==> config.mk <==
export PLATFORM = sky130hd
export DESIGN_NAME = downsample_mov_sum
export DESIGN_NICKNAME = d
export VERILOG_FILES = /design/src/rtl/downsample_mov_sum_pkg.sv /design/src/rtl/downsample_mov_sum_win_ram.sv /design/src/rtl/downsample_mov_sum.sv
export SDC_FILE = /design/constraint.sdc
export NUM_CORES = 2
export LEC_CHECK = 0
export CAP_MARGIN = 20
export CORE_MARGIN = 1
export CORE_UTILIZATION = 35
export DETAILED_ROUTE_END_ITERATION = 6
export PLACE_DENSITY = 0.55
export SLEW_MARGIN = 20
export SYNTH_ARGS = -nofsm -noshare
export SYNTH_HDL_FRONTEND = slang
export SYNTH_SLANG_ARGS = --single-unit
==> constraint.sdc <==
create_clock -name ap_clk -period 14.5 [get_ports ap_clk]
set_input_delay 2.175 -clock ap_clk [delete_from_list [all_inputs] [get_ports ap_clk]]
set_output_delay 2.175 -clock ap_clk [all_outputs]
set_load 0.01 [all_outputs]
==> src/rtl/downsample_mov_sum_pkg.sv <==
// downsample_mov_sum_pkg: shared defaults and state type for the downsampling moving-sum block
package downsample_mov_sum_pkg;

    localparam int DEF_DATA_W    = 10;
    localparam int DEF_DS_W      = 14;
    localparam int DEF_SUM_W     = 32;
    localparam int DEF_WIN_DEPTH = 256;

    typedef enum logic {
        IDLE = 1'b0,
        RUN  = 1'b1
    } state_t;

endpackage

==> src/rtl/downsample_mov_sum_win_ram.sv <==
// win_ram: DEPTH x WIDTH simple dual-port history buffer
//   clk   : write clock
//   we    : write enable, waddr/wdata : write port
//   raddr : read address, rdata : asynchronous read (returns pre-write contents on an address collision)
module win_ram #(
    parameter int DEPTH = 256,
    parameter int WIDTH = 14,
    parameter int AW    = $clog2(DEPTH)
) (
    input  logic             clk,
    input  logic             we,
    input  logic [AW-1:0]    waddr,
    input  logic [WIDTH-1:0] wdata,
    input  logic [AW-1:0]    raddr,
    output logic [WIDTH-1:0] rdata
);

    logic [WIDTH-1:0] mem [DEPTH];

    always_ff @(posedge clk)
        if (we) mem[waddr] <= wdata;

    assign rdata = mem[raddr];

endmodule

==> src/rtl/downsample_mov_sum.sv <==
// downsample_mov_sum: sums every N FIFO samples, then keeps a moving sum over the last W downsampled values
//   ap_clk, ap_rst_n                 : clock, async active-low reset
//   ap_start/ap_ready/ap_idle/ap_done: start handshake, ap_done mirrors sumout_vld
//   absolute_value, downsample_num,
//   window_width                     : configuration, latched on an accepted start
//   datain_dout/empty_n/read         : first-word-fall-through FIFO input
//   ds_sum/ds_vld                    : downsampled sum and its strobe
//   sumout/sumout_vld                : moving sum and its strobe
module downsample_mov_sum
    import downsample_mov_sum_pkg::*;
#(
    parameter int DATA_W    = DEF_DATA_W,
    parameter int DS_W      = DEF_DS_W,
    parameter int SUM_W     = DEF_SUM_W,
    parameter int WIN_DEPTH = DEF_WIN_DEPTH
) (
    input  logic                     ap_clk,
    input  logic                     ap_rst_n,
    input  logic                     ap_start,
    output logic                     ap_ready,
    output logic                     ap_idle,
    output logic                     ap_done,
    input  logic                     absolute_value,
    input  logic [7:0]               downsample_num,
    input  logic [7:0]               window_width,
    input  logic signed [DATA_W-1:0] datain_dout,
    input  logic                     datain_empty_n,
    output logic                     datain_read,
    output logic signed [DS_W-1:0]   ds_sum,
    output logic                     ds_vld,
    output logic signed [SUM_W-1:0]  sumout,
    output logic                     sumout_vld
);

    localparam int PW = $clog2(WIN_DEPTH);

    state_t state, state_nxt;
    logic abs_q;
    logic [7:0] n_q, w_q, cnt, fill;
    logic signed [DS_W-1:0] acc, smp_ext, smp_val, acc_nxt, old_raw, old_val;
    logic last;
    logic [PW-1:0] wptr, rptr;

    always_ff @(posedge ap_clk or negedge ap_rst_n)
        if (!ap_rst_n) state <= IDLE;
        else state <= state_nxt;

    always_comb state_nxt = (state == IDLE && ap_start) ? RUN : state;

    // ap_ready is combinational from ap_start, so it is gated by reset to stay low while held in reset
    always_comb begin
        ap_idle     = state == IDLE;
        ap_ready    = ap_rst_n && state == IDLE && ap_start;
        datain_read = state == RUN && datain_empty_n;
    end

    assign ap_done = sumout_vld;

    always_ff @(posedge ap_clk or negedge ap_rst_n)
        if (!ap_rst_n) begin
            abs_q <= 1'b0;
            n_q   <= 8'd1;
            w_q   <= 8'd1;
        end else if (ap_ready) begin
            abs_q <= absolute_value;
            n_q   <= downsample_num == 8'd0 ? 8'd1 : downsample_num;
            w_q   <= window_width == 8'd0 ? 8'd1 : window_width;
        end

    // Extend before negating so the most negative sample has a representable magnitude
    assign smp_ext = DS_W'(datain_dout);
    assign smp_val = (abs_q && smp_ext < 0) ? -smp_ext : smp_ext;
    assign acc_nxt = acc + smp_val;
    assign last    = cnt == n_q - 8'd1;

    always_ff @(posedge ap_clk or negedge ap_rst_n)
        if (!ap_rst_n) begin
            acc    <= '0;
            cnt    <= '0;
            ds_sum <= '0;
            ds_vld <= 1'b0;
        end else begin
            ds_vld <= datain_read && last;
            if (datain_read) begin
                acc <= last ? '0 : acc_nxt;
                cnt <= last ? 8'd0 : cnt + 8'd1;
                if (last) ds_sum <= acc_nxt;
            end
        end

    // Oldest entry of the window sits W slots behind the write pointer; fill saturates at W
    assign rptr    = PW'((32'(wptr) + 32'(WIN_DEPTH) - 32'(w_q)) % 32'(WIN_DEPTH));
    assign old_val = fill == w_q ? old_raw : '0;

    win_ram #(
        .DEPTH(WIN_DEPTH),
        .WIDTH(DS_W)
    ) u_win_ram (
        .clk  (ap_clk),
        .we   (ds_vld),
        .waddr(wptr),
        .wdata(ds_sum),
        .raddr(rptr),
        .rdata(old_raw)
    );

    always_ff @(posedge ap_clk or negedge ap_rst_n)
        if (!ap_rst_n) begin
            wptr       <= '0;
            fill       <= '0;
            sumout     <= '0;
            sumout_vld <= 1'b0;
        end else begin
            sumout_vld <= ds_vld;
            if (ds_vld) begin
                sumout <= sumout + SUM_W'(ds_sum) - SUM_W'(old_val);
                wptr   <= (32'(wptr) == WIN_DEPTH - 1) ? '0 : wptr + PW'(1);
                fill   <= fill == w_q ? fill : fill + 8'd1;
            end
        end

endmodule

==> impl_metrics.ini <==
[placed_design]
dp_cells = 12300
place.gp.congestion = 0.814
hpwl_um = 227000
pre_cts_ws_ns = 5.44
io_buffers = 82

[routing]
wl_per_cell_um = 29.8
dr.pass1.iters = 5
ant_nets = 0
drc = 0
vias = 70900
drt_iter0_markers = 8352
via_per_inst = 5.45
drt_wl_total_um = 388000

[synth]
ys_seq_area_frac = 0.756
syn_avg_cell_area_um2 = 21.5
ys_warn_count = 0
synth_area_leaders = edfxtp_1 74%, mux4_2 16%, dfrtp_1 1.8%, mux2i_1 0.89%, nand2_1 0.81%
synth_cells = 6769
yosysTopAreaCell = edfxtp_1
synth_nets = 6895
postSynth.asyncResetShare = 0.0282
syn_area_um2 = 146000
synth.top_cell.area_share = 0.738
synthDistinctLibCells = 63
ys.flop_type = edfxtp_1
ys_ff_latch = 3688
synth-edff-count = 3584

[worst_setup_path]
critPathCaptureType = flip-flop
timing.rr.start = wptr[0]$_DFFE_PN0P_
crit_path_start_kind = flip-flop
crit_arrival_ns = 10.08
critical_path.max_stage_delay_ns = 1.16
r2r_cells = 24
path_max_fanout = 100
path_cells = inv_1 > ha_1 > fa_4 > buf_12 > buf_4 > mux4_2 > nor2b_1 > a211oi_1 > a21oi_1 > a21oi_1 > o22ai_1 > a2111o_1 > ha_1 > inv_1 > ha_1 > a21oi_1 > o2111ai_1 > a21oi_1 > o22ai_1 > a211oi_1 > nor2_1 > a211oi_1 > xnor2_1 > mux2_2
reg2reg_to = sumout[29]$_DFFE_PN0P_
crit_top_cell = a21oi_1
reg2reg_slack_ns = 5.28
crit_slowest_cell = fa_4
cp.required_ns = 15.36
crit_type = reg2reg

[clock_network]
clk_latency_ns = 0.97
clockBufferDepth = 4
post-cts-setup-buffers = 0
clk_pin_slew_ns = 0.06
post_cts_resized = 0
cts-htree-levels = 5
numCtsBuffers = 385
clockRootBuffer = clkbuf_16
cts_hold_buf = 0
clock-sinks = 3688
cts_tree = done

[global_route]
grt_pass1_wl_um = 550000
busiest_layer = met2
grt_pass1_vias = 72100
grt_util_met2 = 0.294
grt_use_total = 0.183
met1_usage = 0.261
antenna_found_initial = 24
grt_max_degree = 193
gr-usage-met3 = 0.0275
overflow = 0

[sta]
worst_slack_ns = 5.28
max_freq_mhz = 108
worst_pin_slew_ns = 1.09
layout_min_cycle_time_ns = 9.22
hold_viol = 0
rsz0062_at_grt = no
finalClockSkew_ns = 0.0629
slew_viol_final = 0
finalCritPeriodShare = 0.636
holdWs_ns = 0.493
fin_setup_tns_ns = 0
finalSetupViolCount = 0
slew_headroom = 0.250

[floorplanning]
die_w_um = 647
fp.dieH_um = 647
floorplan.initialDensity = 0.352
io_pins = 83
core_um2 = 414000
rows = 236
dieArea_um2 = 419000

[cells_and_area]
final_cell_mix = 3584 x edfxtp_1, 1067 x mux4_2, 389 x clkbuf_16, 315 x buf_4, 308 x nand2_1
drive_gt1_frac = 0.280
nets = 7343
syn_to_final_growth_pct = 15.2
final_common_cell = edfxtp_1
stdcell_count = 13000

[pwr]
power_density_nw_per_um2 = 207
peakVddDrop_v = 0.000180
leakage_uw = 0.0533

[hold_path]
holdPathStages = 2
holdPathEnd = acc[4]$_DFFE_PN0P_
hp-class = reg2reg
hold_start = acc[4]$_DFFE_PN0P_

[status]
status = complete, no violations

[run]
maxCapViolations = 0
-- worst max-delay path, delay by kind of cell (launching register included) --
| family | cells | cell delay, ns |
|---|---|---|
| and+or+nand+nor | 2 | 0.26 |
| muxes | 2 | 0.65 |
| AOI/OAI and AO/OA | 11 | 4.19 |
| adders and majority gates | 4 | 1.94 |
| buffers and inverters | 4 | 1.40 |
| DFF | 1 | 0.38 |
| xor gates and xnor gates | 1 | 0.10 |
-- cells by family after synthesis --
family,count (synthesis),share of synthesized area
adders and majority gates,95,0.00985
and+or+nand+nor,877,0.0261
buffers and inverters,488,0.0144
AOI/OAI and AO/OA,326,0.0139
xor gates and xnor gates,84,0.00510
DFF,3688,0.756
muxes,1211,0.175
-- cells in the mapped netlist, types with 5 or more instances --
master and n:
a211oi_1 30, a21boi_0 5, a21o_1 16, a21oi_1 103
a22o_1 7, a31oi_1 23, and2_1 7, and3_1 13
buf_1 33, buf_2 130, buf_4 24, clkbuf_1 170
dfrtp_1 102, edfxtp_1 3584, fa_1 33, ha_1 62
inv_1 127, mux2_2 15, mux2i_1 129, mux4_2 1067
nand2_1 314, nand2b_1 13, nand3_1 117, nand4_1 19
nor2_1 292, nor2b_1 28, nor3_1 35, nor4_1 16
o21a_1 10, o21ai_0 75, o21bai_1 10, o22ai_1 13
o31ai_1 8, or3_1 6, xnor2_1 43, xor2_1 40
-- state kept, by name, summed over array words and instances, names as in the netlist, 14 cells and up --
| register | flops |
|---|---|
| ds_sum | 14 |
| sumout | 32 |
| acc | 14 |
| u_win_ram.mem | 3584 |
-- power breakdown --
| part | internal (uW) | switching, uW |
|---|---|---|
| logic | 4620 | 6580 |
| registers | 13200 | 359 |
| clock network | 5850 | 4150 |
| total | 23700 | 11100 |
-- metal layers --
metal  wire [um]  up-vias
li1            -    29000
met1      166000    38800
met2      185000     2630
met3       26900      482
met4        9670        2
met5          13        -
-- worst max-delay path by stage --
| stage | startpoint | endpoint | slack (ns) | depth (start not counted) |
|---|---|---|---|---|
| after global placement | wptr[0]$_DFFE_PN0P_ | sumout[29]$_DFFE_PN0P_ | 5.43 | 24 |
| after global routing | wptr[0]$_DFFE_PN0P_ | sumout[29]$_DFFE_PN0P_ | 4.84 | 24 |
| after floorplan | ds_sum[13]$_DFFE_PN0P_ | sumout[29]$_DFFE_PN0P_ | 6.28 | 12 |
| after CTS | wptr[0]$_DFFE_PN0P_ | sumout[29]$_DFFE_PN0P_ | 5.43 | 24 |
| final | wptr[0]$_DFFE_PN0P_ | sumout[29]$_DFFE_PN0P_ | 5.28 | 24 |
| after detailed placement | wptr[0]$_DFFE_PN0P_ | sumout[29]$_DFFE_PN0P_ | 5.44 | 24 |
-- final cells by class --
cell class | count | area [um2]
antenna | 3 | 7.51
clock buffer | 462 | 10100
clock inverter | 242 | 2670
fill | 36200 | 246000
inverter | 129 | 484
multi-input combinational | 2593 | 34000
sequential | 3688 | 110000
tap | 5474 | 6850
timing repair buffer | 420 | 3610
-- per-stage QoR --
step / cell area [um2] / total power [uW] / utilization
floorplan: 146000 / 21500 / -
global placement: 155000 / 25000 / 0.375
detailed placement: 155000 / 25100 / 0.375
CTS: 168000 / 35100 / 0.406
global route: 168000 / 36100 / 0.406
finish: 168000 / 34800 / 0.406
(Power assumes the default switching activity.)
